**config.mk**
```make
export PLATFORM = sky130hd
export DESIGN_NAME = db_irq_queue
export DESIGN_NICKNAME = d
export VERILOG_FILES = /design/src/rtl/db_irq_queue.sv
export SDC_FILE = /design/constraint.sdc
export NUM_CORES = 1
export LEC_CHECK = 0
export CORE_MARGIN = 5
export CORE_UTILIZATION = 25
export DETAILED_ROUTE_END_ITERATION = 10
export GPL_TIMING_DRIVEN = 0
export PLACE_DENSITY = 0.46
export SYNTH_ARGS = -nofsm -noshare
export SYNTH_HDL_FRONTEND = slang
export SYNTH_SLANG_ARGS = --single-unit
```
**constraint.sdc**
```tcl
create_clock -name aclk -period 3.2 [get_ports aclk]
set_input_delay 0.32 -clock aclk [delete_from_list [all_inputs] [get_ports aclk]]
set_output_delay 0.32 -clock aclk [all_outputs]
set_load 0.01 [all_outputs]
```
**src/rtl/db_irq_queue.sv**
```systemverilog
// db_irq_queue: doorbell interrupt queue between the SRIO doorbell receive
// engine and the PCIe interrupt logic. Doorbell info words are buffered in a
// first-word-fall-through FIFO, a level interrupt request is raised and held
// until acknowledged, and dropped doorbells set a sticky overflow flag.
// Optional macro DB_IRQ_COALESCE_EN adds a hold-off (coalescing) state that
// delays each request by C_HOLDOFF_CYCLES or until the FIFO fills.
module db_irq_queue #(
  parameter int unsigned C_DEPTH_LOG2     = 4,
  parameter int unsigned C_HOLDOFF_CYCLES = 64
) (
  input  logic                    aclk,
  input  logic                    areset,
  input  logic                    db_irq,
  input  logic [15:0]             db_info,
  output logic                    irq_req,
  input  logic                    irq_ack,
  input  logic                    rd_en,
  output logic                    rd_valid,
  output logic [15:0]             rd_data,
  output logic [C_DEPTH_LOG2:0]   count,
  output logic                    overflow,
  input  logic                    ovf_clr
);

  localparam int unsigned DEPTH = 1 << C_DEPTH_LOG2;
  localparam logic [C_DEPTH_LOG2:0]   FULL_LVL = {1'b1, {C_DEPTH_LOG2{1'b0}}};
  localparam logic [C_DEPTH_LOG2:0]   ZERO_LVL = {(C_DEPTH_LOG2+1){1'b0}};
  localparam logic [C_DEPTH_LOG2:0]   ONE_LVL  = {{C_DEPTH_LOG2{1'b0}}, 1'b1};
  localparam logic [C_DEPTH_LOG2-1:0] PTR_ZERO = {C_DEPTH_LOG2{1'b0}};
  localparam logic [C_DEPTH_LOG2-1:0] PTR_ONE  = {{(C_DEPTH_LOG2-1){1'b0}}, 1'b1};

`ifdef DB_IRQ_COALESCE_EN
  localparam logic [15:0] HOLD_INIT = 16'(C_HOLDOFF_CYCLES - 1);
  typedef enum logic [1:0] {
    ST_IDLE  = 2'd0,
    ST_HOLD  = 2'd1,
    ST_REQ   = 2'd2,
    ST_DRAIN = 2'd3
  } state_t;
  logic [15:0] hold_cnt_r;
  logic [15:0] hold_cnt_s;
`else
  typedef enum logic [1:0] {
    ST_IDLE  = 2'd0,
    ST_REQ   = 2'd2,
    ST_DRAIN = 2'd3
  } state_t;
  // Hold-off length only matters when coalescing is compiled in.
  logic [15:0] unused_holdoff_s;
  assign unused_holdoff_s = 16'(C_HOLDOFF_CYCLES);
`endif

  logic [15:0]             mem_r [DEPTH];
  logic [C_DEPTH_LOG2-1:0] wr_ptr_r;
  logic [C_DEPTH_LOG2-1:0] rd_ptr_r;
  logic [C_DEPTH_LOG2:0]   count_r;
  logic                    overflow_r;
  logic                    irq_req_r;
  state_t                  state_r;
  state_t                  state_s;

  logic full_s;
  logic empty_s;
  logic pop_s;
  logic push_s;
  logic drop_s;

  assign full_s  = (count_r == FULL_LVL);
  assign empty_s = (count_r == ZERO_LVL);
  assign pop_s   = rd_en & ~empty_s;
  // A pop on a full FIFO frees the slot the simultaneous push uses.
  assign push_s  = db_irq & (~full_s | rd_en);
  assign drop_s  = db_irq & full_s & ~rd_en;

  // FIFO storage: written on accepted pushes, deliberately not reset.
  always_ff @(posedge aclk) begin
    if (push_s) begin
      mem_r[wr_ptr_r] <= db_info;
    end
  end

  // Pointers, fill level and sticky overflow flag.
  always_ff @(posedge aclk) begin
    if (areset) begin
      wr_ptr_r   <= PTR_ZERO;
      rd_ptr_r   <= PTR_ZERO;
      count_r    <= ZERO_LVL;
      overflow_r <= 1'b0;
    end else begin
      if (push_s) begin
        wr_ptr_r <= wr_ptr_r + PTR_ONE;
      end
      if (pop_s) begin
        rd_ptr_r <= rd_ptr_r + PTR_ONE;
      end
      case ({push_s, pop_s})
        2'b10:   count_r <= count_r + ONE_LVL;
        2'b01:   count_r <= count_r - ONE_LVL;
        default: count_r <= count_r;
      endcase
      // A new drop wins over a coincident clear.
      if (drop_s) begin
        overflow_r <= 1'b1;
      end else if (ovf_clr) begin
        overflow_r <= 1'b0;
      end
    end
  end

  // Interrupt FSM next-state logic (and hold-off counter when coalescing).
  always_comb begin
    state_s = state_r;
`ifdef DB_IRQ_COALESCE_EN
    hold_cnt_s = hold_cnt_r;
`endif
    case (state_r)
      ST_IDLE: begin
        if (!empty_s) begin
`ifdef DB_IRQ_COALESCE_EN
          state_s    = ST_HOLD;
          hold_cnt_s = HOLD_INIT;
`else
          state_s = ST_REQ;
`endif
        end else begin
          state_s = ST_IDLE;
        end
      end
`ifdef DB_IRQ_COALESCE_EN
      ST_HOLD: begin
        if (empty_s) begin
          state_s    = ST_IDLE;
          hold_cnt_s = 16'h0000;
        end else if (full_s || (hold_cnt_r == 16'h0000)) begin
          state_s    = ST_REQ;
          hold_cnt_s = 16'h0000;
        end else begin
          state_s    = ST_HOLD;
          hold_cnt_s = hold_cnt_r - 16'h0001;
        end
      end
`endif
      ST_REQ: begin
        // Never retracted without an acknowledge, even if drained meanwhile.
        if (irq_ack) begin
          state_s = ST_DRAIN;
        end else begin
          state_s = ST_REQ;
        end
      end
      ST_DRAIN: begin
        // Popping the last old entry re-arms, even if a doorbell lands in
        // that same cycle; IDLE then re-raises the request for it.
        if (empty_s || (pop_s && (count_r == ONE_LVL))) begin
          state_s = ST_IDLE;
        end else begin
          state_s = ST_DRAIN;
        end
      end
      default: begin
        state_s = ST_IDLE;
      end
    endcase
  end

  // Interrupt FSM state and registered request output.
  always_ff @(posedge aclk) begin
    if (areset) begin
      state_r   <= ST_IDLE;
      irq_req_r <= 1'b0;
`ifdef DB_IRQ_COALESCE_EN
      hold_cnt_r <= 16'h0000;
`endif
    end else begin
      state_r   <= state_s;
      irq_req_r <= (state_s == ST_REQ);
`ifdef DB_IRQ_COALESCE_EN
      hold_cnt_r <= hold_cnt_s;
`endif
    end
  end

  assign irq_req  = irq_req_r;
  assign rd_valid = ~empty_s;
  assign rd_data  = empty_s ? 16'h0000 : mem_r[rd_ptr_r];
  assign count    = count_r;
  assign overflow = overflow_r;

endmodule
```
==> Yosys cells after proc, flatten, opt, wreduce, memory -nomap -nowiden <==
Memory sizes are Yosys's and may differ from the RTL's. A register that Yosys moved wholly into a read port is not among the register bits.
Cells that the tools add are included.
{ "op_classes": {"reduce_logical": 6, "bitwise_logic": 8, "n_mux": 12, "add_sub_neg": 4, "n_eq_ne": 7} }
{ "op_table": {"columns": ["op", "n"], "rows": [
  ["2-to-1 mux 16 bit", 1],
  ["one-hot mux 5 bit (2 select lines)", 1],
  ["adder 4 x 1 -> 4 bit, second input constant", 2],
  ["== test 2 bit, second input constant", 4],
  ["2-to-1 mux 4 bit", 2],
  ["one-hot mux 2 bit (3 select lines)", 1],
  ["adder 5 x 1 -> 5 bit, second input constant", 1],
  ["== test 5 x 1 -> 1 bit, second input constant", 1],
  ["== test 5 bit, second input constant", 1],
  ["logical NOT 5 bit", 1],
  ["2-to-1 mux 1 bit", 5],
  ["subtractor 5 x 1 -> 5 bit, second input constant", 1],
  ["AND 1 bit", 4],
  ["2-to-1 mux 2 bit", 2],
  ["nonzero test 2 bit", 2],
  ["inverter 1 bit", 3],
  ["== test 2 x 1 -> 1 bit, second input constant", 1],
  ["logical NOT 2 bit", 1],
  ["logical AND 1 bit", 1],
  ["logical OR 1 bit", 1],
  ["OR 1 bit", 1]
]} }
{ "word_totals": {"ramBits": 256, "elab_cells": 44, "register_bits": 17, "memories": 1, "output_inout_bits": 24} }
{ "memory_table": {"columns": ["memory", "depth", "width", "rd", "rd_clocked_by_memory_dff", "write_ports", "line", "text"], "rows": [
  ["mem_r", 16, 16, 1, 1, 1, "53", "logic [15:0] mem_r [DEPTH];"]
]} }

==> Logic depth before layout (Yosys ltp) <==
Gate-level depths: netlist of the first run.
{ "logic_depth": {"word_depth": 8, "depth_mapped": 10, "depth_no_buf": 10} }

==> Worst setup path after synthesis of the first run <==
Ideal clock, no wire load.
{ "synth_timing": {"path_type": "register to register", "startpoint": "register count_r[0] (netlist: count[0])", "endpoint": "memory mem_r[0][0], enable pin", "slack_ns": 0.300, "t_arrival_ns": 2.490, "t_required_ns": 2.791, "path_stages_with_launch": 7, "period_less_slack_ns": 2.900, "cell_sequence": "dfxtp_1 -> inv_1 -> ha_1 -> or3b_1 -> o21a_1 -> nand2_1 -> nor3_1"} }
{ "synth_between": {"elab_chain_len": 6} }
{ "synth_rtl": {"columns": ["element", "line", "text"], "rows": [
  ["start: declaration", "56", "logic [C_DEPTH_LOG2:0] count_r;"],
  ["start signal: assignment", "97", "2'b10: count_r <= count_r + ONE_LVL;"],
  ["start signal: assignment", "98", "2'b01: count_r <= count_r - ONE_LVL;"],
  ["start signal: assignment", "99", "default: count_r <= count_r;"],
  ["== test 5 bit", "68", "assign full_s = (count_r == FULL_LVL);"],
  ["inverter 1 bit", "72", "assign push_s = db_irq & (~full_s | rd_en);"],
  ["OR 1 bit", "72", null],
  ["AND 1 bit", "72", null],
  ["2-to-1 mux 1 bit", "77", "if (push_s) begin"],
  ["2-to-1 mux 1 bit (implied by the code)", "78", "mem_r[wr_ptr_r] <= db_info;"],
  ["end: declaration", "53", null]
]} }
Every way passes these cells.

==> qor.txt, run 1 <==
Layout Cells excl Fill: 1226
Reg clk slew, reported paths: 60 ps
Crit path top cell by count: buf_12
Post-layout min period: 3070 ps
Post-Place Cells: 1176
CTS H-tree lvls: 1
Routed WL: 24.8 mm
Final #Nets: 654
Max Cap Viol: 0
Reg area: 8110 um2
WHS: 191 ps
WL met1: 11.3 mm
CP max FO: 10
#FFs+latches synth: 277
Power per Cell Area: 710 nW/um2
Die W: 218 um
CTS tree: done
Grt total ovfl: 0
Vias per inst: 4.30
1st-iter DRT viols: 406
Mapped Nets: 563
Final hold vios: 0
Register area share after synthesis: 74.7%
DRT Pass-1 Iters: 4
EDFF count, synth: 256
Commonest non-fill, non-tap cell in the layout: edfxtp_1
Root buffer cell: clkbuf_16
Die footprint: 47700 um2
Distinct cells, synth: 37
IO buf count: 44
Measured slew at the worst slew-check pin: 920 ps
Peak supply drop: 0.415 mV
Worst slew margin: 38.3%
LEAKAGE: 4.27 nW
First-pass GRT wire length: 37.3 mm
Cells after Synth: 531
TritonCTS buffer count: 29
Min-delay worst type: input port to register
Multi-input gate area: 2640 um2
Critical Path Source Type: register
Worst setup EP type: primary output
Most frequent cells in the layout: edfxtp_1, mux4_2, clkbuf_16, clkdlybuf4s50_1, dfxtp_1
Number of routed nets with antenna violations: 0
Wire length per cell after detailed routing: 20.2 um
Met3 wire len: 1.50 mm
Detailed placement HPWL: 16.8 mm
Core area: 43000 um2
Outcome: finished clean
Top cells by area, synth: edfxtp_1, mux4_2, dfxtp_1, mux2_2, mux2i_1
Post-synth ARST share: 0%
Syn avg cell area: 20.4 um2
Yosys top cell by area: edfxtp_1
Count of final setup violators: 0
Final Cycle Share: 95.9%
Crit path DAT: 2750 ps
Drt drc: 0
IO Count: 46
Slowest stage cell, crit path: mux4_2
Final Util: 31.2%
GR Util All Layers: 10.4%
FF-to-FF Start: count[1]
RSZ-0062 raised after global routing: false
Die Ht: 218 um
# rows: 76
Antenna Cells: 0
Largest stage delay on the critical path: 520 ps
Hold Crit Start: areset
DR vias: 5269
Share of the synthesized area in the top cell type: 70.8%
Top sig layer: met5
Vias in the first global route: 5694
Warnings, synthesis: 0
Required time worst endpoint: 2880 ps
Routed wl met2: 11.5 mm
Setup CP Type: register to primary output
Largest net degree at the start of global routing: 17
CTS max path bufs: 3
Clk_skew: 14.6 ps
Area Growth Syn to Fin: 23.5%
Clock Latency Late Sink: 550 ps
Cell area after layout: 13400 um2
Worst path cell trace: buf_12 -> buf_12 -> mux4_2 -> mux2_2 -> o21ai_1 -> a21oi_1 -> clkdlybuf4s50_1
Post-synthesis cell area: 10900 um2
# fillers: 4201
Predominant post-synthesis flop cell: edfxtp_1
Starting density of the core: 25.3%
Final setup TNS: 0 ps
Fmax: 326 MHz
Layout cells sized above 1: 27.5%
Initial antenna violation count: 1
Routability cong.: 0.747
CTS sink cnt: 277
Post-CTS Setup Inserts: 0
Final-report max-slew violation count: 0
DP Area: 12400 um2
-- cells by family (layout without fill, tap and decap cells) --
logic type               Yosys count  count (layout)  share of synthesized area [%]
multiplexers                      97              97                           16.6
adder cells (fa/ha/maj)           10              10                           1.15
flip-flops                       277             277                           74.7
AND/OR/NAND/NOR                   58              58                           2.66
buffers and inverters             32             142                           1.73
AO/OA/AOI/OAI                     47              47                           2.34
XOR/XNOR                          10              10                          0.807
-- stage by stage --
step	power [W]	setup slack (ps)
floorplan	0.00551	300
global placement	0.00641	-1230
detailed placement	0.00646	138
CTS	0.00965	3.62
global route	0.00997	21.6
finish	0.00951	132
-- cell type report --
cell class / instances / share of cell area (%)
timing repair buffer: 60 / 5.97
inverter: 6 / 0.168
multi-input combinational: 222 / 19.7
buffer: 26 / 1.68
tap: 585 / 5.46
sequential: 277 / 60.5
clock inverter: 19 / 1.03
clock buffer: 31 / 5.47
-- routing by layer --
layer | up-vias | track usage, %
met5 | - | 0
met4 | 2 | 2.09
met2 | 140 | 16.7
met1 | 2733 | 14.7
li1 | 2354 | -
met3 | 40 | 2.35
-- timing repair --
| item | in CTS | in global routing |
|---|---|---|
| gates resized for setup | 28 | 18 |
| hold buffers | 0 | 0 |
| setup endpoints to repair | 16 | 12 |
-- sequential cells by signal, summed over array words and instances (netlist names), named ones only --
register and flops:
mem_r 256, count 5, rd_ptr_r 4, wr_ptr_r 4, state_r 2, irq_req 1, overflow 1
-- worst max-delay path: cells and delay by family, from the launching register on --
kind	cells	cell delay, ps
buffers and inverters	3	850
muxes	2	800
DFF	1	360
AOI/OAI and AO/OA	2	190
-- synth_stat cells, drive strengths merged (2+ instances only) --
| cell | instances |
|---|---|
| a21oi | 24 |
| and3 | 2 |
| buf | 20 |
| clkbuf | 6 |
| dfxtp | 21 |
| edfxtp | 256 |
| ha | 10 |
| inv | 6 |
| mux2 | 16 |
| mux2i | 17 |
| mux4 | 64 |
| nand2 | 8 |
| nand2b | 4 |
| nand3 | 3 |
| nand4b | 2 |
| nor2 | 27 |
| nor3 | 5 |
| o211ai | 2 |
| o21ai | 18 |
| or4b | 3 |
| xnor2 | 3 |
| xor2 | 7 |
-- power by group --
group | total [W] | switching [W] | internal (W)
combinational | 0.00225 | 0.00116 | 0.00109
sequential | 0.00414 | 0.0000771 | 0.00406
clock | 0.00312 | 0.00132 | 0.00179
-- final timing paths --
kind	to	slack (ps)	cells past startpoint
worst max-delay path	rd_data[11]	130	7
worst max register to register	mem_r[2][12]	390	7
worst min-delay path	count[2]	190	2
worst min register to register	irq_req	480	1
(Power assumes the default switching activity.)
==> run 2, diff against run 1 <==
--- a/config.mk
+++ b/config.mk
@@ -5,11 +5,13 @@
 export SDC_FILE = /design/constraint.sdc
 export NUM_CORES = 1
 export LEC_CHECK = 0
+export CELL_PAD_IN_SITES_DETAIL_PLACEMENT = 1
+export CELL_PAD_IN_SITES_GLOBAL_PLACEMENT = 2
 export CORE_MARGIN = 5
-export CORE_UTILIZATION = 25
+export CORE_UTILIZATION = 47
 export DETAILED_ROUTE_END_ITERATION = 10
 export GPL_TIMING_DRIVEN = 0
-export PLACE_DENSITY = 0.46
+export PLACE_DENSITY = 0.84
 export SYNTH_ARGS = -nofsm -noshare
 export SYNTH_HDL_FRONTEND = slang
 export SYNTH_SLANG_ARGS = --single-unit
==> qor.txt, run 2 (same netlist as run 1, synthesis figures left out) <==
Final Util: 56.6% (+25 points)
IO Count: 46 (unchanged)
GR Util All Layers: 19.1% (+8.6 points)
Starting density of the core: 47.8% (+23 points)
NetSw: 0.00249 W (-3.0%)
Drt drc: 0 (unchanged)
RSZ-0062 raised after global routing: true
CP max FO: 10 (unchanged)
Final hold vios: 0 (unchanged)
Register share of total power: 44.0% (+0.5 points)
Combinational Power Share: 23.5% (-0.2 points)
Crit path top cell by count: buf_8
LEAKAGE: 4.15 nW (-2.6%)
Largest stage delay on the critical path: 540 ps (+20 ps)
# fillers: 1980 (-53%)
CTS max path bufs: 3 (unchanged)
FF-to-FF Start: count[1]
Largest Register: mem_r
Grt total ovfl: 0 (unchanged)
DRT Pass-1 Iters: 5 (+1)
Vias per inst: 5.83 (+36%)
Core area: 22700 um2 (-47%)
CTS tree: done
Post-Place Cells: 876 (-26%)
Worst R2R Setup Slack: 330 ps (-60 ps)
Routability cong.: 0.799 (+7.0%)
Clock Latency Late Sink: 530 ps (-20 ps)
Min-delay worst type: input port to register
Die footprint: 26200 um2 (-45%)
Area Growth Syn to Fin: 18.4%
Post-CTS Setup Inserts: 0 (unchanged)
Largest net degree at the start of global routing: 17 (unchanged)
Final #Nets: 653 (-0.15%)
Initial antenna violation count: 0 (-1)
Power per Cell Area: 733 nW/um2 (+3.2%)
Clk pwr share: 32.5% (-0.3 points)
DR vias: 5393 (+2.4%)
Final Cycle Share: 97.5% (+1.6 points)
Number of routed nets with antenna violations: 0 (unchanged)
Crit path DAT: 2800 ps (+50 ps)
Slowest stage cell, crit path: clkdlybuf4s50_1
CTS H-tree lvls: 1 (unchanged)
Die W: 162 um (-26%)
Outcome: finished clean
Layout Cells excl Fill: 925 (-25%)
1st-iter DRT viols: 474 (+17%)
DP Area: 11900 um2 (-4.0%)
Post-layout min period: 3120 ps (+51.2 ps)
Root buffer cell: clkbuf_16
IO buf count: 44 (unchanged)
Wire length per cell after detailed routing: 26.7 um (+32%)
WP buf/inv: 4 (+1)
Clk_skew: 14.7 ps (+0.00570 ps)
WHS: 212 ps (+21.2 ps)
Worst path cell trace: buf_8 -> buf_8 -> buf_4 -> mux4_2 -> mux2i_1 -> a21oi_1 -> clkdlybuf4s50_1
Cell area after layout: 12800 um2 (-4.1%)
Layout cells sized above 1: 25.9% (-1.5 points)
Antenna Cells: 0 (unchanged)
CP delay by family, top: buffers and inverters
Required time worst endpoint: 2880 ps (about the same)
Reg clk slew, reported paths: 60 ps (about the same)
Hold Crit Start: areset
Critical Path Source Type: register
Worst hold stages: 2 (unchanged)
Worst setup EP type: primary output
Setup CP Type: register to primary output
Max Cap Viol: 0 (unchanged)
First-pass GRT wire length: 37.5 mm (+0.48%)
Final-report max-slew violation count: 0 (unchanged)
P_int: 0.00693 W (-0.33%)
TritonCTS buffer count: 28 (-3.4%)
Fmax: 321 MHz (-1.6%)
Count of final setup violators: 0 (unchanged)
Reg-to-reg critical path endpoint: mem_r[0][12]
Commonest non-fill, non-tap cell in the layout: edfxtp_1
Measured slew at the worst slew-check pin: 935 ps (+14.7 ps)
CTS sink cnt: 277 (unchanged)
Routed WL: 24.7 mm (-0.40%)
Switching part of the total: 26.4% (-0.54 points)
Most frequent cells in the layout: edfxtp_1, mux4_2, clkdlybuf4s50_1, clkbuf_16, a21oi_1
Worst slew margin: 37.3% (-0.98 points)
Detailed placement HPWL: 16.3 mm (-3.1%)
Die Ht: 162 um (-26%)
Number of flip-flops in the largest register: 256 (unchanged)
FF-to-FF path depth: 7 (unchanged)
Peak supply drop: 0.328 mV (-21%)
Vias in the first global route: 6022 (+5.8%)
# rows: 55 (-28%)
WHS Endpoint: count[2]
[run 2: cell count changes in the layout (fill, tap and decap cells not counted), moves of 3 or more]
cell,delta
buf_16,-9
clkbuf_1,+8
buf_8,+7
a21oi_1,+6
a21oi_2,-6
clkdlybuf4s50_1,+6
clkinv_1,-6
buf_6,+3
clkinv_2,-3
dlygate4sd2_1,-3
dlymetal6s2s_1,-3
[run 2: cell type report]
cell class | instances | area [um2] | area share, %
clock buffer | 41 | 791 | 6.16
multi-input combinational | 222 | 2620 | 20.4
inverter | 6 | 22.5 | 0.175
sequential | 277 | 8110 | 63.1
tap | 285 | 357 | 2.78
clock inverter | 8 | 61.3 | 0.477
timing repair buffer | 60 | 681 | 5.30
buffer | 26 | 210 | 1.64
[run 2: worst max-delay path by stage]
stage / startpoint / endpoint / depth (start not counted)
detailed placement: rd_en / mem_r[0][8] / 6
finish: register / rd_data[4] / 7
CTS: register / rd_data[13] / 7
global placement: rd_en / mem_r[0][8] / 5
floorplan: count[0] / mem_r[0][0] / 6
global route: register / rd_data[9] / 7
[run 2: layer usage]
layer | GRT usage (%) | vias to the layer above | routed length [um]
met2 | 32.6 | 172 | 12700
met5 | 0 | - | 0
met3 | 2.74 | 32 | 1350
met4 | 4.27 | 0 | 401
li1 | - | 2346 | -
met1 | 26.4 | 2843 | 10200
[run 2: power by group through the flow]
stage	clock network, W	registers, W	logic (W)
CTS	0.00312	0.00414	0.00224
global placement	0	0.00421	0.00212
global route	0.00331	0.00415	0.00238
finish	0.00306	0.00414	0.00221
detailed placement	0	0.00421	0.00219
floorplan	0	0.00420	0.00131
[run 2: through the flow]
step	TNS, ps	power (W)	setup WS, ps
2_1_floorplan	0	0.00551	300
3_5_place_dp	0	0.00641	147
5_1_grt	-120	0.00984	-43.1
4_1_cts	0	0.00950	7.43
3_3_place_gp	-72570	0.00633	-1090
6_report	0	0.00941	81.0
[run 2: timing repair]
action | CTS | global route
resized for setup | 13 | 16
gates cloned | 0 | 0
pin swaps | 0 | 0
setup endpoints to repair | 16 | 15
hold buffers | 0 | 0
